--- src/rtl/disp_bcd_seq.sv ---
// Sequential double-dabble converter driving NDIG+2 active-low seven-segment displays.
// Optional macro LZ_BLANK_EN: leading-zero blanking with a floating minus sign.
//
// state | meaning
// IDLE  | waiting for start; outputs hold the last formatted value
// CONV  | first cycle forms the magnitude, then one shift-add-3 step per cycle
// FMT   | builds the display fields; they register at the exit edge
module disp_bcd_seq #(
  parameter int WIDTH  = 8,
  parameter int NDIG   = 3,
  parameter int SIGNED = 1
) (
  input  logic                    clk,
  input  logic                    rst_n,
  input  logic                    start,
  input  logic [WIDTH-1:0]        num,
  input  logic [3:0]              letter,
  output logic                    busy,
  output logic                    done,
  output logic                    ovf,
  output logic [(NDIG+2)*7-1:0]   disp
);

  localparam int NFULL = (WIDTH * 30103) / 100000 + 1;
  localparam int NMAX  = (NFULL > NDIG) ? NFULL : NDIG;
  localparam int CW    = $clog2(WIDTH);
  localparam int DW    = (NDIG + 2) * 7;
  localparam int EW    = 4 * NMAX;

  localparam logic [1:0] S_IDLE = 2'd0;
  localparam logic [1:0] S_CONV = 2'd1;
  localparam logic [1:0] S_FMT  = 2'd2;

  localparam logic [6:0] G_DASH  = 7'h3F;
  localparam logic [6:0] G_BLANK = 7'h7F;

  function automatic logic [6:0] seg7(input logic [3:0] v);
    case (v)
      4'h0: seg7 = 7'h40;
      4'h1: seg7 = 7'h79;
      4'h2: seg7 = 7'h24;
      4'h3: seg7 = 7'h30;
      4'h4: seg7 = 7'h19;
      4'h5: seg7 = 7'h12;
      4'h6: seg7 = 7'h02;
      4'h7: seg7 = 7'h78;
      4'h8: seg7 = 7'h00;
      4'h9: seg7 = 7'h10;
      4'hA: seg7 = 7'h08;
      4'hB: seg7 = 7'h03;
      4'hC: seg7 = 7'h46;
      4'hD: seg7 = 7'h21;
      4'hE: seg7 = 7'h06;
      default: seg7 = 7'h0E;
    endcase
  endfunction

  logic [1:0]         state_q, state_d;
  logic [CW-1:0]      cnt_q, cnt_d;
  logic               prep_q, prep_d;
  logic [WIDTH-1:0]   mag_q, mag_d;
  logic               neg_q, neg_d;
  logic [3:0]         letter_q, letter_d;
  logic [4*NFULL-1:0] bcd_q, bcd_d, bcd_adj;
  logic [DW-1:0]      disp_q, disp_d, fmt_disp;
  logic               ovf_q, ovf_d, fmt_ovf;
  logic               done_q, done_d;
  logic [EW-1:0]      bcd_ext;

  always_comb begin
    bcd_adj = bcd_q;
    for (int i = 0; i < NFULL; i++) begin
      if (bcd_q[4*i +: 4] >= 4'd5) bcd_adj[4*i +: 4] = bcd_q[4*i +: 4] + 4'd3;
    end
  end

  assign bcd_ext = EW'(bcd_q);

`ifdef LZ_BLANK_EN
  int msd;
`endif

  always_comb begin
    fmt_ovf  = 1'b0;
    fmt_disp = {DW{1'b1}};
    for (int i = NDIG; i < NMAX; i++) begin
      if (bcd_ext[4*i +: 4] != 4'd0) fmt_ovf = 1'b1;
    end
    fmt_disp[7*(NDIG+1) +: 7] = seg7(letter_q);
`ifdef LZ_BLANK_EN
    msd = 0;
    for (int i = 0; i < NDIG; i++) begin
      if (bcd_ext[4*i +: 4] != 4'd0) msd = i;
    end
`endif
    if (fmt_ovf) begin
      for (int i = 0; i < NDIG; i++) fmt_disp[7*i +: 7] = G_DASH;
    end else begin
`ifdef LZ_BLANK_EN
      for (int i = 0; i < NDIG; i++) begin
        if (i <= msd) fmt_disp[7*i +: 7] = seg7(bcd_ext[4*i +: 4]);
      end
      // Sign floats to the field just left of the top shown digit (may be the sign slot).
      if (neg_q) fmt_disp[7*(msd+1) +: 7] = G_DASH;
`else
      for (int i = 0; i < NDIG; i++) fmt_disp[7*i +: 7] = seg7(bcd_ext[4*i +: 4]);
      fmt_disp[7*NDIG +: 7] = neg_q ? G_DASH : G_BLANK;
`endif
    end
  end

  always_comb begin
    state_d  = state_q;
    cnt_d    = cnt_q;
    prep_d   = prep_q;
    mag_d    = mag_q;
    neg_d    = neg_q;
    letter_d = letter_q;
    bcd_d    = bcd_q;
    disp_d   = disp_q;
    ovf_d    = ovf_q;
    done_d   = 1'b0;
    case (state_q)
      S_IDLE: begin
        if (start) begin
          state_d  = S_CONV;
          prep_d   = 1'b1;
          mag_d    = num;
          neg_d    = (SIGNED != 0) && num[WIDTH-1];
          letter_d = letter;
          bcd_d    = '0;
          cnt_d    = CW'(WIDTH - 1);
        end
      end
      S_CONV: begin
        // Negation happens here rather than at capture to keep the adder off the num input path.
        if (prep_q) begin
          prep_d = 1'b0;
          if (neg_q) mag_d = ~mag_q + WIDTH'(1);
        end else begin
          bcd_d = {bcd_adj[4*NFULL-2:0], mag_q[WIDTH-1]};
          mag_d = {mag_q[WIDTH-2:0], 1'b0};
          cnt_d = cnt_q - CW'(1);
          if (cnt_q == '0) state_d = S_FMT;
        end
      end
      S_FMT: begin
        disp_d  = fmt_disp;
        ovf_d   = fmt_ovf;
        done_d  = 1'b1;
        state_d = S_IDLE;
      end
      default: state_d = S_IDLE;
    endcase
  end

  always_ff @(posedge clk) begin
    if (!rst_n) begin
      state_q  <= S_IDLE;
      cnt_q    <= '0;
      prep_q   <= 1'b0;
      mag_q    <= '0;
      neg_q    <= 1'b0;
      letter_q <= '0;
      bcd_q    <= '0;
      disp_q   <= {DW{1'b1}};
      ovf_q    <= 1'b0;
      done_q   <= 1'b0;
    end else begin
      state_q  <= state_d;
      cnt_q    <= cnt_d;
      prep_q   <= prep_d;
      mag_q    <= mag_d;
      neg_q    <= neg_d;
      letter_q <= letter_d;
      bcd_q    <= bcd_d;
      disp_q   <= disp_d;
      ovf_q    <= ovf_d;
      done_q   <= done_d;
    end
  end

  assign busy = (state_q != S_IDLE);
  assign done = done_q;
  assign ovf  = ovf_q;
  assign disp = disp_q;

endmodule
--- config.mk ---
export PLATFORM = sky130hd
export DESIGN_NAME = disp_bcd_seq
export DESIGN_NICKNAME = d
export VERILOG_FILES = /design/src/rtl/disp_bcd_seq.sv
export SDC_FILE = /design/constraint.sdc
export NUM_CORES = 1
export LEC_CHECK = 0
export CORE_AREA = 2 2 93 95
export DETAILED_ROUTE_END_ITERATION = 7
export DIE_AREA = 0 0 95 97
export GPL_TIMING_DRIVEN = 0
export PLACE_DENSITY_LB_ADDON = 0.25
export SYNTH_ARGS = -nofsm -noshare
export SYNTH_HDL_FRONTEND = slang
export SYNTH_SLANG_ARGS = --single-unit
--- constraint.sdc ---
create_clock -name clk -period 5.4 [get_ports clk]
set_clock_uncertainty 0.15 [all_clocks]
set_input_delay 0.81 -clock clk [delete_from_list [all_inputs] [get_ports clk]]
set_output_delay 0.81 -clock clk [all_outputs]
set_load 0.03 [all_outputs]
==> impl_metrics.ini <==
[routing]
drc = 0
wl_um = 8260
drt-pass1-iter-count = 4
ant_nets = 0
drtIter0Drc = 123
routed-via-count = 3125
wl_per_cell_um = 14.0
viasPerCell = 5.31

[clock_network]
cts_setup_buffers = 0
htreeDepth = 3
insertion_delay_ns = 0.34
clock_path_buffers = 2
cts.clk_slew.worst_paths_ns = 0.07
cts_sinks = 61
cts_tree = yes
cts_root_buf = clkbuf_8
postCtsHoldBufs = 0
cts_buffers = 9
cts_resized = 0

[power_and_ir_drop]
power.clock.fraction_pct = 36.4
switching_share_pct = 28.8
seqPwrFrac_pct = 44.3
cellPowerDensity_mw_per_mm2 = 252
p_leak_uw = 0.00185
power_switching_uw = 319
p_comb_share_pct = 19.3
internal_power_uw = 789
peakVddDrop_mv = 0.148

[synthesis]
synth_compound_gate_area_share_pct = 22.2
yosys.area_share.simple_pct = 15.4
synth_flop_cell = dfxtp_1
synth_top_area_share_pct = 33.9
ys_seq_area_share_pct = 33.9
yosys.area_share.xor_xnor_pct = 1.22
synth.most_common_cell = dfxtp_1
syn_area_sq_mm = 0.00360
async_flop_share_pct = 0
ys_seq_elements = 61
synth-adder-area-share_pct = 9.39
synth_edf_count = 0
synth_mux_area_share_pct = 9.63
synth_top_area_cell = dfxtp_1
yosysWarnings = 0
synth_top_family_by_area = compound AO/OA/AOI/OAI gates
syn_inst = 418
synth.area.top_cells = dfxtp_1 34%, ha_1 9.4%, mux2i_1 5.6%, o211ai_1 5.4%, nand2_1 5.2%
synth_commonest_cells = 61 x dfxtp_1, 50 x nand2_1, 30 x a21oi_1, 30 x nor2_1, 27 x ha_1
syn_avg_cell_area_sq_um = 8.61
synthDistinctLibCells = 54

[timing]
finalHoldViolCount = 0
rsz0062_at_grt = no
hold_slack_ns = 0.325
fin_tns_setup_ns = 0
fmax_mhz = 383
layout_min_cycle_time_ns = 2.61
drv_slew = 0
worstMarginPinSlew_ns = 0.655
maxSlewHeadroom_pct = 56.1
setup_viol = 0
fin_crit_sh_pct = 48.3

[finish]
nNetsFinal = 521
fillCellCount = 773
stdcell_count = 589
fin_area_sq_mm = 0.00439
utilization_pct = 54.0
regArea_sq_mm = 0.00122
multi_input_area_sq_mm = 0.00211
area_growth_pct = 22.0
antenna_cells = 0
drive_gt1_share_pct = 9.92

[min_path]
worstHoldStart = disp[31]
hold_path_class = register to register

[outcome]
outcome = finished, final reports clean

[global_route]
grt_pass1_wl_um = 13500
gr-usage-all-layers_pct = 18.4
first_global_vias = 2909
overflow = 0
grt_max_degree = 11
antenna_found_initial = 0

[setup_path]
cp-start-kind = register
cp_data_arrival_time_ns = 1.65
reg2reg_from = bcd_ext[4]
crit_fanout = 8
crit_type = register to output port
end_kind = output port
crit_path_start = state_q[1]
critPathRequiredTime_ns = 4.44

[place]
dpl-instance-area_sq_mm = 0.00420
portBuffers = 45
finalWeightedCongestion = 0.873
dp_hpwl_um = 6000
place_inst = 573

[floorplan]
fp.dieW_um = 95
io-pin-count = 53
die_h_um = 97
dieArea_sq_mm = 0.00922
rows = 33
initial_utilization_pct = 44.2
coreArea_sq_mm = 0.00813

[run]
max_cap_violations = 0
-- through the flow --
| step | total power (uW) | setup WS, ns |
|---|---|---|
| global route | 1160 | 2.72 |
| floorplan | 649 | 3.48 |
| finish | 1110 | 2.79 |
| detailed placement | 714 | 2.64 |
| CTS | 1120 | 2.77 |
| global placement | 709 | 2.67 |
-- cells by family (layout without fill, tap and decap cells) --
family,after synthesis,in the layout
xor gates and xnor gates,5,5
DFF,61,61
adders and majority gates,27,27
and+or+nand+nor,116,116
buffers and inverters,63,124
muxes,30,30
AOI/OAI and AO/OA,114,114
other,2,7
-- cell type report --
type / instances / share of cell area, %
clock inverter: 4 / 1.08
multi-input combinational: 299 / 48.0
clock buffer: 12 / 3.30
buffer: 38 / 4.42
timing repair buffer: 45 / 10.3
sequential: 61 / 27.8
inverter: 25 / 2.14
tap: 105 / 2.99
-- path summary, 6_finish.rpt --
kind / endpoint / slack, ns / cells after the start
setup / recovery: busy / 2.79 / 4
hold / removal: disp[31] / 0.33 / 2
setup reg to reg: bcd_ext[7] / 3.43 / 6
hold reg to reg: disp[31] / 0.33 / 2
-- registers in the layout, indices dropped and copies added, names as in the netlist --
| signal | count |
|---|---|
| disp | 29 |
| bcd_ext | 12 |
| mag_q | 8 |
| letter_q | 4 |
| cnt_q | 3 |
| state_q | 2 |
| done | 1 |
| neg_q | 1 |
| prep_q | 1 |
-- cells in the final DEF, fill, tap and decap left out, types with 20 or more instances in the layout --
master,netlist,final
o211ai_1,26,26
a21oi_1,30,30
ha_1,27,27
inv_1,24,24
clkdlybuf4s50_1,0,45
nor2_1,30,30
mux2i_1,20,20
clkbuf_1,21,23
dfxtp_1,61,61
nand2_1,50,50
-- power groups by stage --
stage	sequential, uW	clock, uW	combinational (uW)
final	491	404	214
after global routing	493	430	235
after CTS	490	412	215
after detailed placement	501	0	214
after global placement	500	0	209
after floorplan	514	0	136
-- worst max-delay path, cell delays in order (launching register included) --
cell and delay [ns]:
dfxtp_1 0.31, buf_2 0.20, nor2_1 0.09, inv_1 0.05
clkdlybuf4s50_1 0.66
-- routing by layer --
metal	routed length [um]	up-vias	GRT usage (%)
met1	3840	1447	23.9
met3	354	15	2.88
met2	3930	68	29.6
met5	0	-	0
li1	-	1595	-
met4	140	0	8.47
No activity file was read; power rests on OpenSTA's default activity.
